[config.mk]
export PLATFORM = sky130hd
export DESIGN_NAME = keccak_ifeed
export DESIGN_NICKNAME = d
export VERILOG_FILES = /design/src/rtl/keccak_ifeed_pkg.sv /design/src/rtl/keccak_word_fifo.sv /design/src/rtl/keccak_ifeed.sv
export SDC_FILE = /design/constraint.sdc
export NUM_CORES = 1
export LEC_CHECK = 0
export CORE_MARGIN = 2
export CORE_UTILIZATION = 61
export CTS_BUF_LIST = sky130_fd_sc_hd__clkbuf_8
export DETAILED_ROUTE_END_ITERATION = 7
export GPL_TIMING_DRIVEN = 0
export HOLD_SLACK_MARGIN = 0.05
export PLACE_DENSITY = 0.92
export SYNTH_ARGS = -nofsm -noshare
export SYNTH_HDL_FRONTEND = slang
export SYNTH_SLANG_ARGS = --single-unit
[constraint.sdc]
create_clock -name i_clk -period 11.08 [get_ports i_clk]
set_clock_uncertainty 0.05 [all_clocks]
set_input_delay 2.216 -clock i_clk [delete_from_list [all_inputs] [get_ports i_clk]]
set_output_delay 2.216 -clock i_clk [all_outputs]
set_load 0.01 [all_outputs]
[src/rtl/keccak_ifeed_pkg.sv]
// Shared Keccak/Kyber definitions: byte limits, mode encodings and feeder FSM states.
package keccak_ifeed_pkg;

    localparam int KYBER_MAX_ILEN = 1184;
    localparam int KYBER_MAX_OLEN = 784;

    typedef enum logic [1:0] {
        MODE_SHA3_256 = 2'd0,
        MODE_SHA3_512 = 2'd1,
        MODE_SHAKE128 = 2'd2,
        MODE_SHAKE256 = 2'd3
    } keccak_mode_t;

    typedef enum logic [1:0] {
        ST_IDLE  = 2'd0,
        ST_PACK  = 2'd1,
        ST_DRAIN = 2'd2
    } ifeed_state_t;

endpackage

[src/rtl/keccak_word_fifo.sv]
// DEPTH x W circular word buffer; head is shown combinationally, zero when empty.
// Push is dropped when full unless a pop happens in the same cycle.
module keccak_word_fifo #(
    parameter int DEPTH = 2,
    parameter int W     = 64,
    localparam int AW   = $clog2(DEPTH)
) (
    input  logic          i_clk,
    input  logic          i_rst,
    input  logic          push,
    input  logic [W-1:0]  push_dat,
    input  logic          pop,
    output logic          full,
    output logic          empty,
    output logic [AW:0]   count,
    output logic [W-1:0]  head_dat
);

    logic [W-1:0]  mem [DEPTH];
    logic [AW-1:0] wr_q, rd_q;
    logic [AW:0]   cnt_q;
    logic          do_push, do_pop;

    assign full     = (cnt_q == (AW+1)'(DEPTH));
    assign empty    = (cnt_q == '0);
    assign count    = cnt_q;
    assign head_dat = empty ? '0 : mem[rd_q];
    assign do_pop   = pop && !empty;
    assign do_push  = push && (!full || do_pop);

    always_ff @(posedge i_clk) begin
        if (do_push) begin
            mem[wr_q] <= push_dat;
        end
    end

    always_ff @(posedge i_clk) begin
        if (i_rst) begin
            wr_q  <= '0;
            rd_q  <= '0;
            cnt_q <= '0;
        end else begin
            if (do_push) wr_q <= wr_q + AW'(1);
            if (do_pop)  rd_q <= rd_q + AW'(1);
            unique case ({do_push, do_pop})
                2'b10:   cnt_q <= cnt_q + (AW+1)'(1);
                2'b01:   cnt_q <= cnt_q - (AW+1)'(1);
                default: ;
            endcase
        end
    end

endmodule

[src/rtl/keccak_ifeed.sv]
// Packs a byte stream into 64-bit MSB-first words for the Keccak absorb port.
// Word valid one cycle after its last byte; byte ready drops when the word buffer is full.
module keccak_ifeed
    import keccak_ifeed_pkg::*;
#(
    parameter int BW_CTRL  = 2,
    parameter int DEPTH    = 2,
    parameter int MAX_ILEN = KYBER_MAX_ILEN
) (
    input  logic               i_clk,
    input  logic               i_rst,
    input  logic               i_start,
    input  logic [BW_CTRL-1:0] i_mode,
    input  logic [10:0]        i_ibyte_len,
    input  logic [9:0]         i_obyte_len,
    input  logic [7:0]         i_byte,
    input  logic               i_byte_valid,
    output logic               o_byte_ready,
    output logic [63:0]        o_ibytes,
    output logic               o_ibytes_valid,
    input  logic               i_ibytes_ready,
    output logic [BW_CTRL-1:0] o_mode,
    output logic [10:0]        o_ibyte_len,
    output logic [9:0]         o_obyte_len,
    output logic               o_busy,
    output logic               o_done
);

    localparam int CW = $clog2(DEPTH) + 1;

    ifeed_state_t       state_q, state_d;
    logic [10:0]        cnt_q, len_q, len_clamp;
    logic [63:0]        pack_q, word;
    logic [BW_CTRL-1:0] mode_q;
    logic [9:0]         olen_q;
    logic               busy_q, done_q;
    logic               start_go, accept, last_byte, push, pop, full, empty, done_set;
    logic [CW-1:0]      count;
    logic [2:0]         lane;

    assign len_clamp = (i_ibyte_len > 11'(MAX_ILEN)) ? 11'(MAX_ILEN) : i_ibyte_len;
    assign start_go  = (state_q == ST_IDLE) && i_start;
    assign accept    = i_byte_valid && o_byte_ready;
    assign last_byte = ((cnt_q + 11'd1) == len_q);
    assign push      = accept && ((cnt_q[2:0] == 3'b111) || last_byte);
    assign pop       = o_ibytes_valid && i_ibytes_ready;
    assign lane      = 3'd7 - cnt_q[2:0];

    // Insert the incoming byte into its lane; earlier lanes already hold their bytes.
    always_comb begin
        word = pack_q;
        word[{lane, 3'b000} +: 8] = i_byte;
    end

    always_ff @(posedge i_clk) begin
        if (i_rst) state_q <= ST_IDLE;
        else       state_q <= state_d;
    end

    always_comb begin
        state_d = state_q;
        unique case (state_q)
            ST_IDLE:  if (i_start) state_d = (len_clamp == '0) ? ST_DRAIN : ST_PACK;
            ST_PACK:  if (accept && last_byte) state_d = ST_DRAIN;
            ST_DRAIN: if (done_set) state_d = ST_IDLE;
            default:  state_d = ST_IDLE;
        endcase
    end

    // Done is decided while the final pop is in flight so the pulse lands the cycle after it.
    always_comb begin
        o_byte_ready = 1'b0;
        done_set     = 1'b0;
        unique case (state_q)
            ST_PACK:  o_byte_ready = !full || pop;
            ST_DRAIN: done_set = empty || ((count == CW'(1)) && pop);
            default:  ;
        endcase
    end

    always_ff @(posedge i_clk) begin
        if (i_rst) begin
            cnt_q  <= '0;
            len_q  <= '0;
            pack_q <= '0;
            mode_q <= '0;
            olen_q <= '0;
            busy_q <= 1'b0;
            done_q <= 1'b0;
        end else begin
            if (start_go) begin
                mode_q <= i_mode;
                len_q  <= len_clamp;
                olen_q <= i_obyte_len;
                cnt_q  <= '0;
                pack_q <= '0;
            end else if (accept) begin
                cnt_q  <= cnt_q + 11'd1;
                pack_q <= push ? '0 : word;
            end
            done_q <= done_set;
            if (start_go)    busy_q <= 1'b1;
            else if (done_q) busy_q <= 1'b0;
        end
    end

    keccak_word_fifo #(
        .DEPTH (DEPTH),
        .W     (64)
    ) u_word_fifo (
        .i_clk    (i_clk),
        .i_rst    (i_rst),
        .push     (push),
        .push_dat (word),
        .pop      (pop),
        .full     (full),
        .empty    (empty),
        .count    (count),
        .head_dat (o_ibytes)
    );

    assign o_ibytes_valid = !empty;
    assign o_mode         = mode_q;
    assign o_ibyte_len    = len_q;
    assign o_obyte_len    = olen_q;
    assign o_busy         = busy_q;
    assign o_done         = done_q;

endmodule

==> flow_summary.json <==
{
  "ys_types": 44,
  "cts_resized": 0,
  "ff2ff_setup_slack_ns": 7.24,
  "grt_overflow_total": 0,
  "io_buffers": 125,
  "numCtsBuffers": 37,
  "die_y_um": 130,
  "areaGrowthSynthToFinish_pct": 24.6,
  "cp-start-kind": "input port",
  "synth-edff-count": 128,
  "whs_endpoint": "o_obyte_len[9]",
  "slew_viol_final": 0,
  "dpl_cell_area_mm2": 0.0113,
  "status": "completed",
  "peakVddDrop_mv": 0.111,
  "grt.total_usage_pct": 28.1,
  "worstPathRequired_ns": 8.81,
  "holdPathStages": 2,
  "min_from": "o_obyte_len[9]",
  "worstMarginPinSlew_ns": 1.14,
  "cts.sinks": 235,
  "yosys_most_used_dff": "edfxtp_1",
  "layout_setup_ws_ns": 5.20,
  "grt_max_degree": 27,
  "synth-seq-cells": 235,
  "route.detailed.drc": 0,
  "leakagePower_nw": 4.32,
  "clock.fmax_mhz": 170,
  "ant_nets": 0,
  "max_stage_delay_ns": 0.60,
  "yosysTopAreaCellShare_pct": 39.7,
  "worstReg2RegEnd": "u_word_fifo.mem[1][25]",
  "antenna_found_initial": 0,
  "ys_top_cells_by_area": "edfxtp_1, dfxtp_1, mux2i_1, a22o_1, nand2_1",
  "first_global_vias": 7133,
  "ios": 127,
  "layout_commonest_cell": "edfxtp_1",
  "gp_congestion": 0.866,
  "min_path_type": "reg2reg",
  "routed-via-count": 7209,
  "row_count": 46,
  "nets": 1019,
  "drtIter0Drc": 689,
  "root_buffer": "clkbuf_8",
  "postSynthAreaPerCell_um2": 12.0,
  "max-cap-violations": 0,
  "coreArea_mm2": 0.0157,
  "power.density_mw_per_mm2": 179,
  "period_needed_ns": 5.88,
  "post_drt_wl_per_cell_um": 19.7,
  "yosysTopAreaCell": "edfxtp_1",
  "fin_util_pct": 76.8,
  "cts.clk_slew.worst_paths_ns": 0.05,
  "final_cell_area_mm2": 0.0121,
  "start_util_pct": 61.7,
  "die_area_mm2": 0.0169,
  "critPathSlowestCell": "clkdlybuf4s50_1",
  "ys.warnings.count": 0,
  "cpMostUsedCell": "clkdlybuf4s50_1",
  "htree_levels": 2,
  "final_cell_mix": "edfxtp_1, clkdlybuf4s50_1, nand2_1, dfxtp_1, nor2_1",
  "relSlewSlack_pct": 23.0,
  "clk_path_buf_depth": 3,
  "dp_slack_ns": 5.18,
  "synth_fp_nets": 851,
  "clk_latency_ns": 0.53,
  "crit_type": "in2out",
  "cp-end-kind": "output port",
  "arrival_ns": 3.62,
  "synth_cells": 809,
  "ys_async_sr_fraction_pct": 0,
  "fillers": 888,
  "cp_top_family": "buffers and inverters",
  "finalWirelength_um": 24000,
  "fin_tns_setup_ns": 0,
  "finalCritPeriodShare_pct": 53.1,
  "finalHoldViolCount": 0,
  "reg2regPathDepth": 9,
  "cts_setup_buffers": 0,
  "grt_pass1_wl_um": 36600,
  "syn-cell-area_mm2": 0.00969,
  "antenna_cells": 0,
  "crit_chain": "clkdlybuf4s50_1 -> nand2b_1 -> a21oi_1 -> clkdlybuf4s50_1",
  "die_w_um": 130,
  "crit_fanout": 3,
  "rsz0062_at_grt": "no",
  "worstReg2RegStart": "u_word_fifo.count[0]",
  "cts_tree": "yes",
  "vias_per_cell": 5.91,
  "drive_gt1_share_pct": 10.7,
  "dp_hpwl_um": 14900,
  "crit_buf_inv": 2,
  "drtPass1Iterations": 7,
  "cts_hold_buf": 0,
  "finalSetupViolations": 0,
  "ys_seq_area_share_pct": 61.8
}
## final cells by class
class                   instances  area (um2)  area share [%]
flip-flops and latches        235        5990            49.6
clock buffers                  46         633            5.25
inverters                       9        33.8           0.280
plain buffers                  47         230            1.91
multi-input cells             518        3450            28.6
repair buffers                129        1350            11.2
well taps                     216         270            2.24
clock inverters                20         114           0.944
## worst max-delay path by stage
stage                    from                      to  slack [ns]  cells past startpoint
2_1_floorplan  i_ibytes_ready   u_word_fifo.mem[1][0]        4.17                      6
3_3_place_gp   i_ibytes_ready  u_word_fifo.mem[1][46]        1.80                      7
3_5_place_dp   i_ibytes_ready            o_byte_ready        5.18                      4
4_1_cts        i_ibytes_ready            o_byte_ready        5.18                      4
5_1_grt        i_ibytes_ready            o_byte_ready        5.04                      4
6_report       i_ibytes_ready            o_byte_ready        5.20                      4
## tightest hold or removal path: stages, from the launching register on
cell and delay [ns]:
dfxtp_1 0.31, nand2_1 0.05, a21oi_1 0.05
## synthesized netlist by cell type (2+ instances only)
library cell and number:
a21oi_1 26, nor3_1 7, xor2_1 7, or4_1 2, mux2_2 33, mux2i_1 64, nor4_1 3, ha_1 6
o21ai_0 20, nand2b_1 7, buf_1 8, buf_6 7, nor2_1 88, nand2_1 120, nor2b_1 5, a2111oi_4 2
a22o_1 72, and4_1 2, edfxtp_1 128, inv_1 9, nand4_1 7, dfxtp_1 107, or3_1 5, clkbuf_1 31
nand3_1 7, xnor2_1 14, a211oi_1 5
## cells by family after synthesis
kind of cell | synth area share (%)
AOI/OAI and AO/OA | 11.1
xor gates and xnor gates | 1.90
adders and majority gates | 0.775
buffers and inverters | 2.73
DFF | 61.8
muxes | 10.4
and+or+nand+nor | 11.3
## power breakdown
| part | leakage [nW] | internal (mW) | switching [mW] |
|---|---|---|---|
| clock | 0.433 | 0.399 | 0.336 |
| sequential | 2.07 | 0.929 | 0.0117 |
| combinational | 1.81 | 0.227 | 0.260 |
| total | 4.32 | 1.56 | 0.607 |
## registers in the layout, summed over array words and instances (netlist names), named ones only
signal,count
state_q,2
pack_q,64
cnt_q,11
o_mode,2
o_done,1
u_word_fifo.count,2
u_word_fifo.wr_q,1
o_busy,1
u_word_fifo.mem,128
o_ibyte_len,11
u_word_fifo.rd_q,1
o_obyte_len,10
## per-layer routing
metal	global-route usage (%)	vias up	share of wire, %
li1	-	3280	-
met1	34.5	3425	38
met2	46.7	434	49
met3	7.83	70	9.5
met4	12.5	0	3.1
met5	0	-	0
## stage by stage
step                      hold WS [ns]  total power [mW]  cells
after global routing             0.436              2.24   1220
final                            0.406              2.16   1220
after global placement           0.391              1.43   1150
after detailed placement         0.396              1.44   1154
after CTS                        0.405              2.17   1220
after floorplan                  0.387              1.21    809
Note: power is estimated with default switching activity, not from simulation.
